<file path="config.mk">
export PLATFORM = sky130hd
export DESIGN_NAME = mkio_channel_select
export DESIGN_NICKNAME = d
export VERILOG_FILES = /design/src/rtl/mkio_channel_select.sv
export SDC_FILE = /design/constraint.sdc
export NUM_CORES = 1
export LEC_CHECK = 0
export CAP_MARGIN = 30
export CORE_ASPECT_RATIO = 0.7
export CORE_MARGIN = 2
export CORE_UTILIZATION = 40
export CTS_BUF_LIST = sky130_fd_sc_hd__clkbuf_8
export DETAILED_ROUTE_END_ITERATION = 8
export PLACE_DENSITY = 0.75
export SETUP_SLACK_MARGIN = 0.15
export SLEW_MARGIN = 5
export SYNTH_ARGS = -nofsm -noshare
export SYNTH_HDL_FRONTEND = slang
export SYNTH_SLANG_ARGS = --single-unit
</file>
<file path="constraint.sdc">
create_clock -name clk -period 2 [get_ports clk]
set_clock_uncertainty 0.2 [all_clocks]
set_input_delay 0.2 -clock clk [delete_from_list [all_inputs] [get_ports clk]]
set_output_delay 0.2 -clock clk [all_outputs]
set_load 0.1 [all_outputs]
</file>
<file path="src/rtl/mkio_channel_select.sv">
// MKIO line-side front end: 2-flop sync, optional per-line glitch filter, A/B activity lock.
// Define MKIO_GLITCH_FILTER_EN to build the glitch filters; otherwise filtered level = synchronised level.
module mkio_channel_select #(
  parameter int FILT_LEN    = 3,
  parameter int IDLE_CYCLES = 64
) (
  input  logic clk,
  input  logic reset,
  input  logic DI1A,
  input  logic DI0A,
  input  logic DI1B,
  input  logic DI0B,
  output logic DI1,
  output logic DI0,
  output logic sel_b,
  output logic locked,
  output logic line_error,
  output logic conflict
);

  localparam int            IW        = $clog2(IDLE_CYCLES);
  localparam logic [IW-1:0] IDLE_TERM = IW'(IDLE_CYCLES - 1);

  if (FILT_LEN < 2 || FILT_LEN > 15) begin : g_bad_filt_len
    $error("FILT_LEN must be in 2..15");
  end
  if (IDLE_CYCLES < 2 || IDLE_CYCLES > 1023) begin : g_bad_idle_cycles
    $error("IDLE_CYCLES must be in 2..1023");
  end

  typedef enum logic [1:0] {
    IDLE   = 2'd0,
    LOCK_A = 2'd1,
    LOCK_B = 2'd2
  } state_t;

  // Line order: [3]=DI1B, [2]=DI0B, [1]=DI1A, [0]=DI0A
  logic [3:0] line_in;
  logic [3:0] sync_p0;
  logic [3:0] sync_p1;
  logic [3:0] filt_p2;

  assign line_in = {DI1B, DI0B, DI1A, DI0A};

  // Stage p0/p1: two-flop synchroniser on every asynchronous line input
  always_ff @(posedge clk or posedge reset) begin
    if (reset) begin
      sync_p0 <= '0;
      sync_p1 <= '0;
    end else begin
      sync_p0 <= line_in;
      sync_p1 <= sync_p0;
    end
  end

  // Stage p2: per-line glitch filter
`ifdef MKIO_GLITCH_FILTER_EN
  localparam logic [3:0] FILT_TERM = 4'(FILT_LEN - 1);

  for (genvar i = 0; i < 4; i++) begin : g_filt
    logic       lvl;
    logic [3:0] cnt;

    always_ff @(posedge clk or posedge reset) begin
      if (reset) begin
        lvl <= 1'b0;
        cnt <= '0;
      end else if (sync_p1[i] == lvl) begin
        cnt <= '0;
      end else if (cnt == FILT_TERM) begin
        lvl <= sync_p1[i];
        cnt <= '0;
      end else begin
        cnt <= cnt + 4'd1;
      end
    end

    assign filt_p2[i] = lvl;
  end
`else
  assign filt_p2 = sync_p1;
`endif

  logic          act_a;
  logic          act_b;
  logic          act_own;
  logic          act_oth;
  state_t        state;
  state_t        state_nxt;
  logic [IW-1:0] idle_cnt;
  logic [IW-1:0] idle_cnt_nxt;
  logic          conf_flag;
  logic          conf_flag_nxt;
  logic          conf_pulse;
  logic [1:0]    pick;
  logic [1:0]    di_nxt;
  logic          lerr_nxt;

  assign act_a = filt_p2[1] | filt_p2[0];
  assign act_b = filt_p2[3] | filt_p2[2];

  // Stage p3: lock FSM and forwarding decision, evaluated on the filtered levels
  always_comb begin
    state_nxt    = state;
    idle_cnt_nxt = idle_cnt;
    conf_pulse   = 1'b0;
    act_own      = 1'b0;
    act_oth      = 1'b0;

    unique case (state)
      IDLE: begin
        idle_cnt_nxt = '0;
        if (act_a) begin
          state_nxt  = LOCK_A;
          conf_pulse = act_b;
        end else if (act_b) begin
          state_nxt = LOCK_B;
        end
      end
      LOCK_A, LOCK_B: begin
        act_own    = (state == LOCK_B) ? act_b : act_a;
        act_oth    = (state == LOCK_B) ? act_a : act_b;
        conf_pulse = act_oth & ~conf_flag;
        if (act_own) begin
          idle_cnt_nxt = '0;
        end else if (idle_cnt == IDLE_TERM) begin
          idle_cnt_nxt = '0;
          state_nxt    = IDLE;
        end else begin
          idle_cnt_nxt = idle_cnt + IW'(1);
        end
      end
      default: begin
        state_nxt    = IDLE;
        idle_cnt_nxt = '0;
      end
    endcase

    conf_flag_nxt = (state_nxt == IDLE) ? 1'b0 : (conf_flag | conf_pulse);

    // Forward from the channel being entered so the first edge is not lost
    pick     = (state_nxt == LOCK_B) ? filt_p2[3:2] : filt_p2[1:0];
    di_nxt   = 2'b00;
    lerr_nxt = 1'b0;
    if (state_nxt != IDLE) begin
      if (&pick) begin
        lerr_nxt = 1'b1;
      end else begin
        di_nxt = pick;
      end
    end
  end

  always_ff @(posedge clk or posedge reset) begin
    if (reset) begin
      state      <= IDLE;
      idle_cnt   <= '0;
      conf_flag  <= 1'b0;
      DI1        <= 1'b0;
      DI0        <= 1'b0;
      sel_b      <= 1'b0;
      locked     <= 1'b0;
      line_error <= 1'b0;
      conflict   <= 1'b0;
    end else begin
      state      <= state_nxt;
      idle_cnt   <= idle_cnt_nxt;
      conf_flag  <= conf_flag_nxt;
      {DI1, DI0} <= di_nxt;
      sel_b      <= (state_nxt == LOCK_B);
      locked     <= (state_nxt != IDLE);
      line_error <= lerr_nxt;
      conflict   <= conf_pulse;
    end
  end

endmodule

</file>
Word level (Yosys, flattened, before mapping)
Index checks and enable logic that the tools add are counted.
Operators by class
  add/subtract/negate cells: 1
  multiply operators: 0
  div/mod/pow operators: 0
  order comparisons: 0
  equal/unequal tests: 4
  shifts and indexed selects: 0
  muxes and demuxes: 18
  bitwise gates (word level): 5
  reduce and logical (&&, ||, !) cells: 5
Operators with widths (number)
  6-bit 2-to-1 mux: 3
  2-bit 2-to-1 mux: 7
  6-bit by 1-bit adder with 6-bit output (second input constant): 1
  6-bit equality test (second input constant): 1
  1-bit 2-to-1 mux: 6
  2-bit equality test (second input constant): 2
  2-bit logical NOT: 2
  2-bit one-hot mux with 2 select lines: 1
  1-bit OR: 3
  2-bit by 1-bit equality test with 1-bit output (second input constant): 1
  1-bit one-hot mux with 2 select lines: 1
  2-bit AND reduction: 1
  2-bit nonzero test: 1
  2-bit OR reduction: 1
  1-bit AND: 1
  1-bit inverter: 1
Word-level totals
  register bits after elaboration: 23
  bits in latches: 0
  memory bits (writable): 0
  ROM bits: 0
  bits of input ports: 6
  output and inout bits: 6
  logic and storage cells: 44
  memories: 0

Logic depth before layout (Yosys ltp)
Gate-level depths: netlist of the first run.
  word-level depth: 9
  gate-level depth with buffers: 7

Least setup slack after synthesis of the first run
No wires, ideal clock.
  path kind: register to register
  from: register state[0]
  to: register line_error
  library setup time: 0.120 ns
  arrival: 1.656 ns
  required time: 1.680 ns
  setup slack: 0.024 ns
  cell stages (with the launch flop): 8
  buffers on the path: 0
  period minus slack after synthesis: 1.976 ns
  path through: dfrtp_1 > inv_1 > ha_1 > nor3b_2 > o2111ai_1 > a41o_2 > and3_4 > a31o_1
On the way
  cells in the longest elaborated chain, start to end: 9
  elaborated cells on any way between the ends: 16
RTL lines
  from (decl): line 88  | state_t state;
  from (signal assigned): line 166  | state <= state_nxt;
  2-bit equality test
  1-bit 2-to-1 mux: line 121  | act_own = (state == LOCK_B) ? act_b : act_a;
  2-bit 2-to-1 mux: line 124  | if (act_own) begin
  2-bit one-hot mux with 2 select lines *: line 110  | unique case (state)
  net state_nxt[1]: line 89  | state_t state_nxt;
  2-bit equality test: line 142  | pick = (state_nxt == LOCK_B) ? filt_p2[3:2] : filt_p2[1:0];
  2-bit 2-to-1 mux: line 142
  2-bit AND reduction: line 146  | if (&pick) begin
  1-bit 2-to-1 mux: line 146
  1-bit 2-to-1 mux *: line 145  | if (state_nxt != IDLE) begin
  net lerr_nxt: line 97  | logic lerr_nxt;
  to (signal assigned): line 172  | line_error <= lerr_nxt;
  to (decl): line 17  | output logic line_error,
Mark *: on every way through the listed nets, which the timed path passes. The rest lies on a longest branch.

Worst setup path in the final report of the first run
  from: register state[1]
  to: register DI1
On the way
  cells in the longest elaborated chain, start to end: 9
  elaborated cells on any way between the ends: 16
RTL lines
  2-bit equality test
  1-bit 2-to-1 mux: line 121
  2-bit 2-to-1 mux: line 124
  2-bit one-hot mux with 2 select lines *: line 110
  net state_nxt[1]: line 89
  2-bit equality test: line 142
  2-bit 2-to-1 mux: line 142
  2-bit AND reduction: line 146
  2-bit 2-to-1 mux: line 146
  2-bit 2-to-1 mux *: line 145
  net di_nxt[1]: line 96  | logic [1:0] di_nxt;
  to (signal assigned): line 169  | {DI1, DI0} <= di_nxt;
  to (decl): line 13  | output logic DI1,
Marks and branches as above.

==> results of run 1 <==
final timing paths:
kind / startpoint / end / slack, ns
max: state[1] / DI1 / 0.02
min: reset / sync_p0[2] / 0.06
max reg2reg: state[1] / DI1 / 0.02
min reg2reg: sync_p0[3] / filt_p2[3] / 0.16
max in group asynchronous: reset / filt_p2[0] / 1.33
min in group clk: sync_p0[3] / filt_p2[3] / 0.16
cell type report:
| class | instances | area [sq um] | area share |
|---|---|---|---|
| sequential | 23 | 576 | 0.483 |
| multi-input combinational | 48 | 375 | 0.315 |
| timing repair buffer | 15 | 125 | 0.105 |
| clock buffer | 3 | 41.3 | 0.0347 |
| tap | 32 | 40.0 | 0.0336 |
| inverter | 7 | 26.3 | 0.0221 |
| clock inverter | 1 | 7.51 | 0.00630 |
worst max-delay path, cell delays in order (launching register included):
cell and delay [ns]:
dfrtp_1 0.44, ha_4 0.19, nor3_2 0.18, o2111ai_2 0.18, a41o_2 0.32, and3_4 0.16, a32o_1 0.20
routing by layer:
layer / part of all wire / wire length (microns) / GRT usage / vias up
li1: - / - / - / 308
met1: 0.50 / 868 / 0.180 / 302
met2: 0.45 / 794 / 0.230 / 11
met3: 0.038 / 67 / 0.0549 / 2
met4: 0.011 / 19 / 0.0711 / 0
met5: 0 / 0 / 0 / -
cells in the final DEF, fill, tap and decap left out, types with 3 or more instances in the layout:
| master | Yosys | layout |
|---|---|---|
| dfrtp_1 | 23 | 23 |
| buf_4 | 0 | 10 |
| nor2_1 | 8 | 8 |
| inv_1 | 7 | 6 |
| clkdlybuf4s50_1 | 0 | 5 |
| and3_1 | 3 | 3 |
| o21ai_1 | 2 | 3 |
| nand3_1 | 3 | 3 |
| ha_1 | 4 | 3 |
| clkbuf_8 | 0 | 3 |
flip-flops by register name, summed over array words and instances, names as in the netlist:
| name | flops |
|---|---|
| locked | 1 |
| conf_flag | 1 |
| line_error | 1 |
| state | 2 |
| filt_p2 | 4 |
| sync_p0 | 4 |
| conflict | 1 |
| sel_b | 1 |
| DI1 | 1 |
| idle_cnt | 6 |
| DI0 | 1 |
kinds of logic after synthesis:
logic type	Yosys count	synth area share
XOR/XNOR	4	0.0370
AO/OA/AOI/OAI	14	0.119
AND/OR/NAND/NOR	26	0.156
flip-flops	23	0.608
adder cells (fa/ha/maj)	4	0.0528
buffers and inverters	7	0.0277
what timing repair did:
item                                    4_1_cts  5_1_grt
endpoints found under the setup margin        5        6
gates resized for setup                       3        0
hold buffers                                  0        0
hold endpoints to repair                      0        0
pin swaps                                     2        2
buffers inserted                              2        0
through the flow:
stage / TNS [ns] / instances / hold slack, ns
after floorplan: 0 / 78 / 0.00192
after global placement: 0 / 123 / 0.132
after detailed placement: -0.0233 / 123 / 0.141
after CTS: 0 / 129 / 0.0633
after global routing: -0.163 / 129 / 0.0955
final: 0 / 129 / 0.0571
where the power goes:
group	switching [mW]	leakage [nW]	total (mW)	internal, mW
Combinational	0.614	0.219	0.877	0.264
Sequential	0.0557	0.292	0.618	0.562
Clock	0.151	0.0217	0.292	0.141
Total	0.821	0.532	1.79	0.967
==> flow_metrics.py, run 1 <==
metrics = {
    "synth": {
        "synth_cell_types": 26,
        "syn_area_sq_um": 947,
        "syn_avg_cell_area_sq_um": 12.1,
        "synth_most_common_cell": "dfrtp_1",
        "synth_top_area_cell": "dfrtp_1",
        "yosysWarnings": 0,
        "yosys-top-cells-count": "23 x dfrtp_1, 8 x nor2_1, 7 x inv_1, 4 x ha_1",
        "synth_area_leaders": "dfrtp_1 61%, ha_1 5.3%, nor2_1 3.2%",
        "ys_ff_latch": 23,
        "synth_cells": 78,
        "ys_seq_area_frac": 0.608,
        "syn_nets": 88,
        "async_reset_ff_frac": 1.00,
        "synth_ff_type": "dfrtp_1",
        "synth_top_area_share": 0.608,
        "synth-edff-count": 0,
    },
    "layout": {
        "nets": 108,
        "finalInstanceArea_sq_um": 1190,
        "syn_to_final_growth_pct": 25.8,
        "n_fill_cell": 175,
        "drive_gt1_frac": 0.227,
        "diodes": 0,
        "final_util": 0.544,
    },
    "detailed_routing": {
        "drtPass1Iterations": 4,
        "routedWlPerCell_microns": 13.6,
        "ant_nets": 0,
        "drtIter0Drc": 5,
        "drc": 0,
        "vias_per_cell": 4.83,
        "wirelength_mm": 1.75,
        "vias": 623,
    },
    "power_and_ir_drop": {
        "p_leak_nw": 0.532,
        "p_per_area_nw_per_um2": 1500,
        "ir_worst_vdd_mv": 0.624,
        "power_mw": 1.79,
    },
    "worst_hold_path": {
        "min_path_type": "input port to async pin",
    },
    "setup_path": {
        "required_ns": 1.96,
        "ff2ff_path_depth": 6,
        "worst_setup_path_start_kind": "flip-flop",
        "path_class": "flip-flop to flip-flop",
        "crit_path_end_kind": "flip-flop",
        "crit_arrival_ns": 1.94,
        "cp_max_fo": 4,
    },
    "timing": {
        "post-route-period-util": 0.989,
        "rsz0062_at_grt": "true",
        "finalHoldViolCount": 0,
        "layout_setup_ws_ns": 0.0210,
        "min_period_ns": 1.98,
        "max_freq_mhz": 505,
        "drv_slew": 0,
        "tightest_slew_ns": 0.385,
        "relSlewSlack": 0.743,
        "setup_violations": 0,
    },
    "clock_network": {
        "cts_buffers": 3,
        "clock_sinks": 23,
        "clockBufferDepth": 2,
        "root_buffer": "clkbuf_8",
        "htreeDepth": 1,
        "cts_tree": "built",
        "clock_latency_ns": 0.26,
        "path_clk_slew_ns": 0.08,
    },
    "die": {
        "top_level_ports": 12,
        "rows": 14,
        "die_x_microns": 62.2,
        "dieArea_sq_um": 2780,
        "fp.coreArea_sq_um": 2190,
        "start_util": 0.433,
        "die_h_microns": 44.7,
    },
    "global_routing": {
        "grt_first_pass_wirelength_mm": 2.95,
        "grt_start_max_net_pins": 24,
        "grt-ovfl-total": 0,
        "antenna_found_initial": 0,
        "grt_pass1_vias": 670,
        "grt.total_usage": 0.145,
    },
    "placement": {
        "dp_hpwl_mm": 1.28,
        "gp_congestion": 0.784,
        "dpl_cell_area_sq_um": 1120,
        "portBuffers": 11,
        "post-place-ws_ns": -0.0233,
    },
    "job": {
        "cap_violations": 0,
    },
    "status": {
        "status": "completed",
    },
}
No activity file was read; power rests on OpenSTA's default activity.
==> run 2, diff against run 1 <==
--- a/config.mk
+++ b/config.mk
@@ -6,13 +6,13 @@
 export NUM_CORES = 1
 export LEC_CHECK = 0
 export CAP_MARGIN = 30
-export CORE_ASPECT_RATIO = 0.7
 export CORE_MARGIN = 2
 export CORE_UTILIZATION = 40
 export CTS_BUF_LIST = sky130_fd_sc_hd__clkbuf_8
 export DETAILED_ROUTE_END_ITERATION = 8
 export PLACE_DENSITY = 0.75
-export SETUP_SLACK_MARGIN = 0.15
+export SETUP_SLACK_MARGIN = 0.2
+export SKIP_LAST_GASP = 1
 export SLEW_MARGIN = 5
 export SYNTH_ARGS = -nofsm -noshare
 export SYNTH_HDL_FRONTEND = slang
==> run 2 against run 1 <==
Effect of this change: register-to-register slack is essentially flat; die area shrank 0.23%; critical endpoint unchanged; critical path depth is the same; largest cell class unchanged.
==> flow_metrics.py, run 2 (synthesis results as in run 1) <==
metrics = {
    "status": {
        "status": "completed",
    },
    "setup_path": {
        "path_class": "flip-flop to flip-flop",
        "r2r_slack_ns": 0.02,
        "crit_path_end_kind": "flip-flop",
        "r2r_start": "state[1]",
        "worstReg2RegEnd": "DI1",
        "ff2ff_path_depth": 6,
        "required_ns": 1.95,
        "cp_max_fo": 4,
        "worst_setup_path_start_kind": "flip-flop",
        "crit_arrival_ns": 1.93,
    },
    "clock_network": {
        "cts_tree": "built",
        "path_clk_slew_ns": 0.08,
        "hold_buffers": 0,
        "htreeDepth": 1,
        "clockBufferDepth": 2,
        "root_buffer": "clkbuf_8",
        "clock_latency_ns": 0.26,
        "clock_sinks": 23,
        "cts_buffers": 3,
    },
    "power_and_ir_drop": {
        "ir_worst_vdd_mv": 1.14,
        "p_per_area_nw_per_um2": 1530,
        "p_leak_nw": 0.537,
    },
    "timing": {
        "setup_violations": 0,
        "min_period_ns": 1.98,
        "tightest_slew_ns": 0.295,
        "finalHoldViolCount": 0,
        "drv_slew": 0,
        "rsz0062_at_grt": "true",
        "post-route-period-util": 0.988,
        "relSlewSlack": 0.802,
        "whs_ns": 0.0804,
        "max_freq_mhz": 506,
        "tns_ns": 0,
    },
    "layout": {
        "syn_to_final_growth_pct": 26.8,
        "largest_reg_flops": 6,
        "top_register": "idle_cnt",
        "final_cell_mix": "22 x dfrtp_1, 11 x buf_4, 8 x nor2_1",
        "drive_gt1_frac": 0.255,
        "nets": 109,
        "diodes": 0,
        "layout_commonest_cell": "dfrtp_1",
    },
    "die": {
        "top_level_ports": 12,
        "fp.coreArea_sq_um": 2230,
        "start_util": 0.424,
        "rows": 17,
        "die_x_microns": 52.7,
        "dieArea_sq_um": 2770,
        "die_h_microns": 52.7,
    },
    "detailed_routing": {
        "vias": 632,
        "routedWlPerCell_microns": 11.8,
        "ant_nets": 0,
        "drtIter0Drc": 3,
        "vias_per_cell": 5.02,
        "wirelength_mm": 1.49,
        "drc": 0,
        "drtPass1Iterations": 2,
    },
    "global_routing": {
        "grt_first_pass_wirelength_mm": 2.66,
        "grt_pass1_vias": 642,
        "grt.total_usage": 0.136,
        "antenna_found_initial": 0,
        "grt_start_max_net_pins": 24,
        "grt-ovfl-total": 0,
    },
    "placement": {
        "dp_hpwl_mm": 1.11,
        "portBuffers": 11,
        "gp_congestion": 0.894,
    },
    "job": {
        "cap_violations": 0,
    },
    "worst_hold_path": {
        "min_path_type": "input port to async pin",
    },
}
run 2: cell types whose count changed in the layout (fill, tap and decap cells not counted):
cell and delta:
buf_4 +1, dfrtp_1 -1, dfrtp_2 +1, o21ai_0 +1
o21ai_1 -1, o2bb2ai_1 -1, o2bb2ai_2 +1
run 2: worst max-delay path by stage:
stage               startpoint  end  slack, ns  cells past startpoint
global route          state[1]  DI1      -0.06                      6
global placement      state[0]  DI1       0.03                      7
detailed placement    state[0]  DI1      -0.01                      7
finish                state[1]  DI1       0.02                      6
floorplan             state[0]  DI1       0.05                      7
CTS                   state[0]  DI1       0.02                      7
run 2: timing repair:
item / CTS / global route
setup buffers: 2 / 0
setup endpoints to repair: 6 / 9
endpoints found under the hold margin: 0 / 0
pin swaps: 3 / 2
resized for setup: 3 / 1
run 2: critical path, stage by stage, from the launching register on:
cell       delay (ns)
dfrtp_2          0.45
ha_4             0.18
nor3_2           0.15
o2111ai_2        0.20
a41o_2           0.32
and3_4           0.16
a32o_1           0.20
run 2: final cells by class:
class	count	area (sq um)
clock buffer	3	41.3
clock inverter	1	7.51
fill	193	1030
inverter	7	26.3
multi-input combinational	48	382
sequential	23	577
tap	28	35.0
timing repair buffer	16	133
run 2: layer usage:
layer  vias to the layer above  track usage  wire [microns]  part of all wire
li1                        310            -               -                 -
met3                         4       0.0657              95             0.064
met5                         -            0               0                 0
met2                        17        0.223             745              0.50
met4                         0       0.0513              16             0.011
met1                       301        0.153             628              0.42
run 2: metrics by stage:
step,total power [mW],utilization,cells,setup slack (ns),cell area (sq um)
after detailed placement,1.50,0.501,120,-0.00962,1120
final,1.83,0.538,126,0.0239,1200
after CTS,1.83,0.535,126,0.0223,1190
after global routing,1.95,0.538,126,-0.0588,1200
after global placement,1.49,0.501,120,0.0349,1120
after floorplan,1.28,-,78,0.0480,967
run 2: report_power, final:
part           total (mW)  switching, mW  leakage, nW  internal, mW
clock network       0.284          0.144       0.0217         0.141
registers           0.619         0.0552        0.290         0.564
logic               0.930          0.625        0.225         0.305
==> run 3, diff against run 2 <==
--- a/config.mk
+++ b/config.mk
@@ -9,6 +9,7 @@
 export CORE_MARGIN = 2
 export CORE_UTILIZATION = 40
 export CTS_BUF_LIST = sky130_fd_sc_hd__clkbuf_8
+export CTS_CLUSTER_DIAMETER = 150
 export DETAILED_ROUTE_END_ITERATION = 8
 export PLACE_DENSITY = 0.75
 export SETUP_SLACK_MARGIN = 0.2
==> results of run 3 <==
Same layout as run 2: the final DEF is identical, and so are final timing and power.
